### src/rtl/alu_pkg.sv
// Shared definitions for the ALU control decoder and the execute stage.
package alu_pkg;

  // 4-bit ALU control codes; 1010-1111 are unassigned and produce zero.
  typedef enum logic [3:0] {
    ALU_ADD  = 4'b0000,
    ALU_SUB  = 4'b0001,
    ALU_AND  = 4'b0010,
    ALU_OR   = 4'b0011,
    ALU_XOR  = 4'b0100,
    ALU_SLT  = 4'b0101,
    ALU_SLTU = 4'b0110,
    ALU_SLL  = 4'b0111,
    ALU_SRL  = 4'b1000,
    ALU_SRA  = 4'b1001
  } alu_ctl_t;

  // Execute-stage control states.
  typedef enum logic [1:0] {
    ST_IDLE  = 2'd0,
    ST_SHIFT = 2'd1,
    ST_DONE  = 2'd2
  } exec_state_t;

  // Ceiling log2, used to size the shift-amount field and counter.
  function automatic int unsigned alu_log2(input int unsigned n);
    int unsigned r;
    r = 0;
    while ((32'd1 << r) < n) r++;
    return r;
  endfunction

endpackage

### src/rtl/alu_core.sv
// Combinational single-cycle ALU operations (everything except shifts).
module alu_core
  import alu_pkg::*;
#(
  parameter int unsigned XLEN = 32
) (
  input  logic [3:0]      alu_ctl,
  input  logic [XLEN-1:0] a,
  input  logic [XLEN-1:0] b,
  output logic [XLEN-1:0] result
);

  // Select the operation; shift and unassigned codes yield zero here.
  always_comb begin
    result = '0;
    case (alu_ctl)
      ALU_ADD:  result = a + b;
      ALU_SUB:  result = a - b;
      ALU_AND:  result = a & b;
      ALU_OR:   result = a | b;
      ALU_XOR:  result = a ^ b;
      ALU_SLT:  result = {{(XLEN-1){1'b0}}, ($signed(a) < $signed(b))};
      ALU_SLTU: result = {{(XLEN-1){1'b0}}, (a < b)};
      default:  result = '0;
    endcase
  end

endmodule

### src/rtl/alu_exec_stage.sv
// Execute stage: single-cycle ALU ops, bit-serial shifts, and a one-entry
// output holding register with valid/ready handshakes and flush.
module alu_exec_stage
  import alu_pkg::*;
#(
  parameter int unsigned XLEN = 32,
  parameter int unsigned TAGW = 5
) (
  input  logic            clk,
  input  logic            rst,
  input  logic            flush,
  input  logic            in_valid,
  output logic            in_ready,
  input  logic [3:0]      in_alu_ctl,
  input  logic [XLEN-1:0] in_a,
  input  logic [XLEN-1:0] in_b,
  input  logic [TAGW-1:0] in_tag,
  output logic            out_valid,
  input  logic            out_ready,
  output logic [XLEN-1:0] out_result,
  output logic            out_zero,
  output logic [TAGW-1:0] out_tag,
  output logic            busy
);

  localparam int unsigned SHW = alu_log2(XLEN);

  exec_state_t     state, state_nxt;
  logic [XLEN-1:0] core_result;
  logic [XLEN-1:0] single_result;
  logic [XLEN-1:0] shreg;
  logic [XLEN-1:0] shreg_step;
  logic [XLEN-1:0] result_q;
  logic [SHW-1:0]  shamt;
  logic [SHW-1:0]  cnt;
  logic [TAGW-1:0] tag_q;
  logic            zero_q;
  logic            shift_left;
  logic            shift_arith;
  logic            accept;
  logic            op_is_shift;
  logic            op_multi;
  logic            last_shift;

  alu_core #(.XLEN(XLEN)) u_core (
    .alu_ctl (in_alu_ctl),
    .a       (in_a),
    .b       (in_b),
    .result  (core_result)
  );

  assign shamt       = in_b[SHW-1:0];
  assign op_is_shift = (in_alu_ctl == ALU_SLL) || (in_alu_ctl == ALU_SRL) ||
                       (in_alu_ctl == ALU_SRA);
  assign op_multi    = op_is_shift && (shamt != '0);
  // A zero-amount shift passes operand A straight through.
  assign single_result = op_is_shift ? in_a : core_result;
  assign accept      = in_valid && in_ready;
  assign last_shift  = (cnt == SHW'(1));
  assign shreg_step  = shift_left ? {shreg[XLEN-2:0], 1'b0}
                                  : {shift_arith & shreg[XLEN-1], shreg[XLEN-1:1]};

  assign out_valid  = (state == ST_DONE);
  assign busy       = (state != ST_IDLE);
  assign out_result = result_q;
  assign out_zero   = zero_q;
  assign out_tag    = tag_q;

  // Input acceptance: idle, or draining the held result this cycle; never on flush.
  always_comb begin
    in_ready = 1'b0;
    if (!flush) begin
      case (state)
        ST_IDLE: in_ready = 1'b1;
        ST_DONE: in_ready = out_ready;
        default: in_ready = 1'b0;
      endcase
    end
  end

  // Next-state logic; flush overrides everything except reset.
  always_comb begin
    state_nxt = state;
    if (flush) begin
      state_nxt = ST_IDLE;
    end else begin
      case (state)
        ST_IDLE:  if (accept) state_nxt = op_multi ? ST_SHIFT : ST_DONE;
        ST_SHIFT: if (last_shift) state_nxt = ST_DONE;
        ST_DONE: begin
          if (out_ready) begin
            if (accept) state_nxt = op_multi ? ST_SHIFT : ST_DONE;
            else        state_nxt = ST_IDLE;
          end
        end
        default:  state_nxt = ST_IDLE;
      endcase
    end
  end

  // State register.
  always_ff @(posedge clk or posedge rst) begin
    if (rst) state <= ST_IDLE;
    else     state <= state_nxt;
  end

  // Datapath: load on accept, step the shifter while shifting, capture result.
  always_ff @(posedge clk or posedge rst) begin
    if (rst) begin
      shreg       <= '0;
      cnt         <= '0;
      shift_left  <= 1'b0;
      shift_arith <= 1'b0;
      result_q    <= '0;
      zero_q      <= 1'b1;
      tag_q       <= '0;
    end else if (accept) begin
      tag_q <= in_tag;
      if (op_multi) begin
        shreg       <= in_a;
        cnt         <= shamt;
        shift_left  <= (in_alu_ctl == ALU_SLL);
        shift_arith <= (in_alu_ctl == ALU_SRA);
      end else begin
        result_q <= single_result;
        zero_q   <= (single_result == '0);
      end
    end else if ((state == ST_SHIFT) && !flush) begin
      shreg <= shreg_step;
      cnt   <= cnt - SHW'(1);
      if (last_shift) begin
        result_q <= shreg_step;
        zero_q   <= (shreg_step == '0);
      end
    end
  end

endmodule

### config.mk
export PLATFORM = sky130hd
export DESIGN_NAME = alu_exec_stage
export DESIGN_NICKNAME = d
export VERILOG_FILES = /design/src/rtl/alu_pkg.sv /design/src/rtl/alu_core.sv /design/src/rtl/alu_exec_stage.sv
export SDC_FILE = /design/constraint.sdc
export NUM_CORES = 1
export LEC_CHECK = 0
export ABC_AREA = 0
export CORE_ASPECT_RATIO = 1.1
export CORE_MARGIN = 2
export CORE_UTILIZATION = 40
export DETAILED_ROUTE_END_ITERATION = 12
export PLACE_DENSITY = 0.66
export SETUP_SLACK_MARGIN = 0.1
export SYNTH_ARGS = -nofsm -noshare
export SYNTH_HDL_FRONTEND = slang
export SYNTH_SLANG_ARGS = --single-unit
### constraint.sdc
create_clock -name clk -period 3.6 [get_ports clk]
set_clock_uncertainty 0.1 [all_clocks]
set_input_delay 0.36 -clock clk [delete_from_list [all_inputs] [get_ports clk]]
set_output_delay 0.36 -clock clk [all_outputs]
set_load 0.05 [all_outputs]
==> flow_summary_export.csv <==
group,metric,value,unit
status,outcome,"finished clean",
grt,grt_pass1_wl,67.2,mm
worst_hold_path,hp-class,"in -> reg",
sta,period_share,98.0,%
synth,synth-edff-count,0,
sta,finalSetupTns,0,ns
sta,holdWs,0.295,ns
cells_and_area,final_nets,2030,
clock_tree,cts_tree,"built",
power_and_ir_drop,powerDensity,381,mW/mm^2
route,top_layer_used,"met4",
sta,finalMaxSlewViolations,0,
synth,synth_ff_type,"dfrtp_1",
clock_tree,root_buffer,"clkbuf_16",
floorplan,die_area,0.0264,mm^2
route,drtIter0Drc,1195,
floorplan,initial_core_util,41.0,%
route,wl_met1,19.1,mm
clock_tree,clock_path_buffers,2,
critical_path,cpMostUsedCell,"buf_4",
clock_tree,insertion_delay,0.33,ns
sta,worst-slew-pin-transition,0.994,ns
synth,postSynthCellCount,1369,
synth,yosysWarnings,0,
grt,antenna_found_initial,1,
route,route.met2.wl,20.3,mm
sta,slew_headroom,33.7,%
critical_path,crit_path_max_fanout,3,
route,avgViaCountPerCell,5.88,
route,wl_per_cell,20.4,um
power_and_ir_drop,vdd_drop_max,0.331,mV
grt,gr-usage-all-layers,32.4,%
grt,grt_overflow,0,
sta,finalSetupViolCount,0,
route,wl_met3,3.16,mm
critical_path,end_kind,"flop",
route,drc,0,
route,first_pass_iters,5,
synth,yosys.cell_types.count,83,
power_and_ir_drop,static-leakage-power,7.42,nW
run,max-cap-violations,0,
cells_and_area,n_fill_cell,2212,
clock_tree,cts.sinks,79,
cells_and_area,final_common_cell,"buf_4",
synth,syn_avg_cell_area,7.34,um^2
cells_and_area,drive_gt1_share,35.5,%
synth,async_reset_ff_share,100,%
route,postRouteAntennaNets,0,
sta,rsz0062_at_grt,"yes",
floorplan,dieHeight,170,um
clock_tree,numCtsBuffers,9,
clock_tree,path_clk_slew,0.06,ns
place,dpl.hpwl,34.8,mm
grt,grt_pass1_vias,11900,
floorplan,core,0.0245,mm^2
sta,fmax,283,MHz
critical_path,cp-start-kind,"primary input",
critical_path,worstSetupPathType,"in -> reg",
synth,syn_nets,1564,
synth,ys_ff_latch,79,
grt,grt_max_degree,80,
floorplan,boundaryPins,119,
critical_path,crit_chain,"buf_6 > inv_4 > buf_4 > fa_1 > nor2_2 > o311ai_4 > a211oi_1 > buf_4 > a211oi_4 > xnor2_1 > a221o_1 > or4_4 > nor4_2 > nand4_1 > o31ai_2",
critical_path,cp_top_family,"simple AND/OR/NAND/NOR gates",
cells_and_area,final_cell_mix,"buf_4 (415), nand2_1 (129), nor2_1 (120), o21ai_0 (107), a21oi_1 (94)",
synth,ys_seq_area_share,19.7,%
route,num_vias,12700,
cells_and_area,n_antenna_cell,0,
critical_path,cp.required,3.75,ns
sta,hold_violations,0,
clock_tree,postCtsHoldBufs,0,
route,routed_wl,43.9,mm
cells_and_area,area_delta_synth_final,58.4,%
sta,finalCriticalPeriod,3.53,ns
critical_path,max_stage_delay,0.55,ns
floorplan,rows,60,
floorplan,dieWidth,155,um
clock_tree,htreeDepth,3,
synth,netlist_area,0.0101,mm^2
critical_path,crit_slowest_cell,"or4_4",
place,place.port_buffers,118,
critical_path,path_buf_inv,4,
critical_path,worstPathArrival,3.68,ns
place,gp_congestion,0.988,
synth_stat cells, types with 7 or more instances:
master	n	share of area, %
nand2_1	131	4.9
nor2_1	129	4.8
o21ai_0	118	5.9
ha_1	115	14
a21oi_1	104	5.2
inv_1	100	3.7
dfrtp_1	78	19
clkbuf_1	75	2.8
nor3_1	41	2.0
a21o_1	35	2.6
a211oi_1	30	2.2
mux2i_1	30	3.0
o31ai_1	23	1.7
nand3_1	20	1.0
a31oi_1	19	1.2
nand2b_1	19	1.2
nor2b_1	19	1.2
nor4_1	19	1.2
nand4_1	17	1.1
a221o_1	16	1.6
a221oi_1	14	1.2
o211ai_1	14	1.0
buf_2	11	0.55
or3_1	11	0.68
o22ai_1	10	0.62
o21a_1	9	0.67
or4_1	9	0.67
buf_1	8	0.30
nor3b_1	8	0.60
a22oi_1	7	0.52
or2_2	7	0.44
final timing paths:
| check | start | endpoint | slack, ns | cells after the start |
|---|---|---|---|---|
| max | in_a[1] | out_zero$_DFFE_PP1P_ | 0.07 | 15 |
| min | in_b[0] | cnt[0]$_DFFE_PP0P_ | 0.29 | 3 |
| max reg2reg | state[1]$_DFFE_PP0P_ | out_zero$_DFFE_PP1P_ | 0.36 | 11 |
| min reg2reg | out_tag[3]$_DFFE_PP0P_ | out_tag[3]$_DFFE_PP0P_ | 0.37 | 2 |
| max in group asynchronous | rst | out_zero$_DFFE_PP1P_ | 2.71 | 3 |
| min in group asynchronous | rst | out_tag[4]$_DFFE_PP0P_ | 0.31 | 3 |
tightest hold or removal path, delay by kind of cell:
| family | cells | cell delay, ns |
|---|---|---|
| buffers and inverters | 2 | 0.19 |
| AOI/OAI and AO/OA | 1 | 0.14 |
report_power, final:
group / switching (mW) / leakage, nW / internal [mW]
sequential: 0.354 / 0.922 / 1.23
combinational: 2.01 / 6.35 / 1.53
clock: 0.344 / 0.149 / 0.594
layout make-up:
type                            count  area, um^2  share of cell area [%]
Clock buffer                       14         274                    1.72
Multi-Input combinational cell   1096        8320                    52.2
Clock inverter                      2        37.5                   0.236
Tap cell                          310         388                    2.44
Sequential cell                    79        1980                    12.4
Timing Repair Buffer              549        4550                    28.5
Inverter                          100         382                    2.40
logic make-up after synthesis:
kind of cell,synth area share [%]
AO/OA/AOI/OAI,32.0
XOR/XNOR,0.436
adder cells (fa/ha/maj),14.7
buffers and inverters,7.38
flip-flops,19.7
multiplexers,3.55
AND/OR/NAND/NOR,22.3
per-layer routing:
layer  global-route usage (%)  up-vias
li1                         -     5939
met1                     45.3     6023
met2                     53.6      585
met3                     2.88      103
met4                     9.02        0
met5                        0        -
through the flow:
stage	total power [mW]	cell area (um^2)	worst slack (ns)	std cells	util (%)
finish	6.07	15900	0.0711	2150	64.9
global route	6.43	15900	-0.0447	2150	64.9
CTS	5.93	15400	-0.0502	2136	62.8
detailed placement	4.82	14300	-1.08	2100	58.4
global placement	4.77	14300	-0.976	2100	58.4
floorplan	3.36	10100	0.102	1369	-
state kept, by name, summed over array words and instances, names as in the netlist:
register and count:
out_zero 1, out_tag 5, shift_left 1, shreg 32, out_result 32, state 2
cnt 5, shift_arith 1
repair_timing:
item,in CTS,in global routing
setup buffers,20,14
setup endpoints to repair,21,19
resized for setup,196,117
pin swaps,54,61
Power figures use the tool's default switching activity.
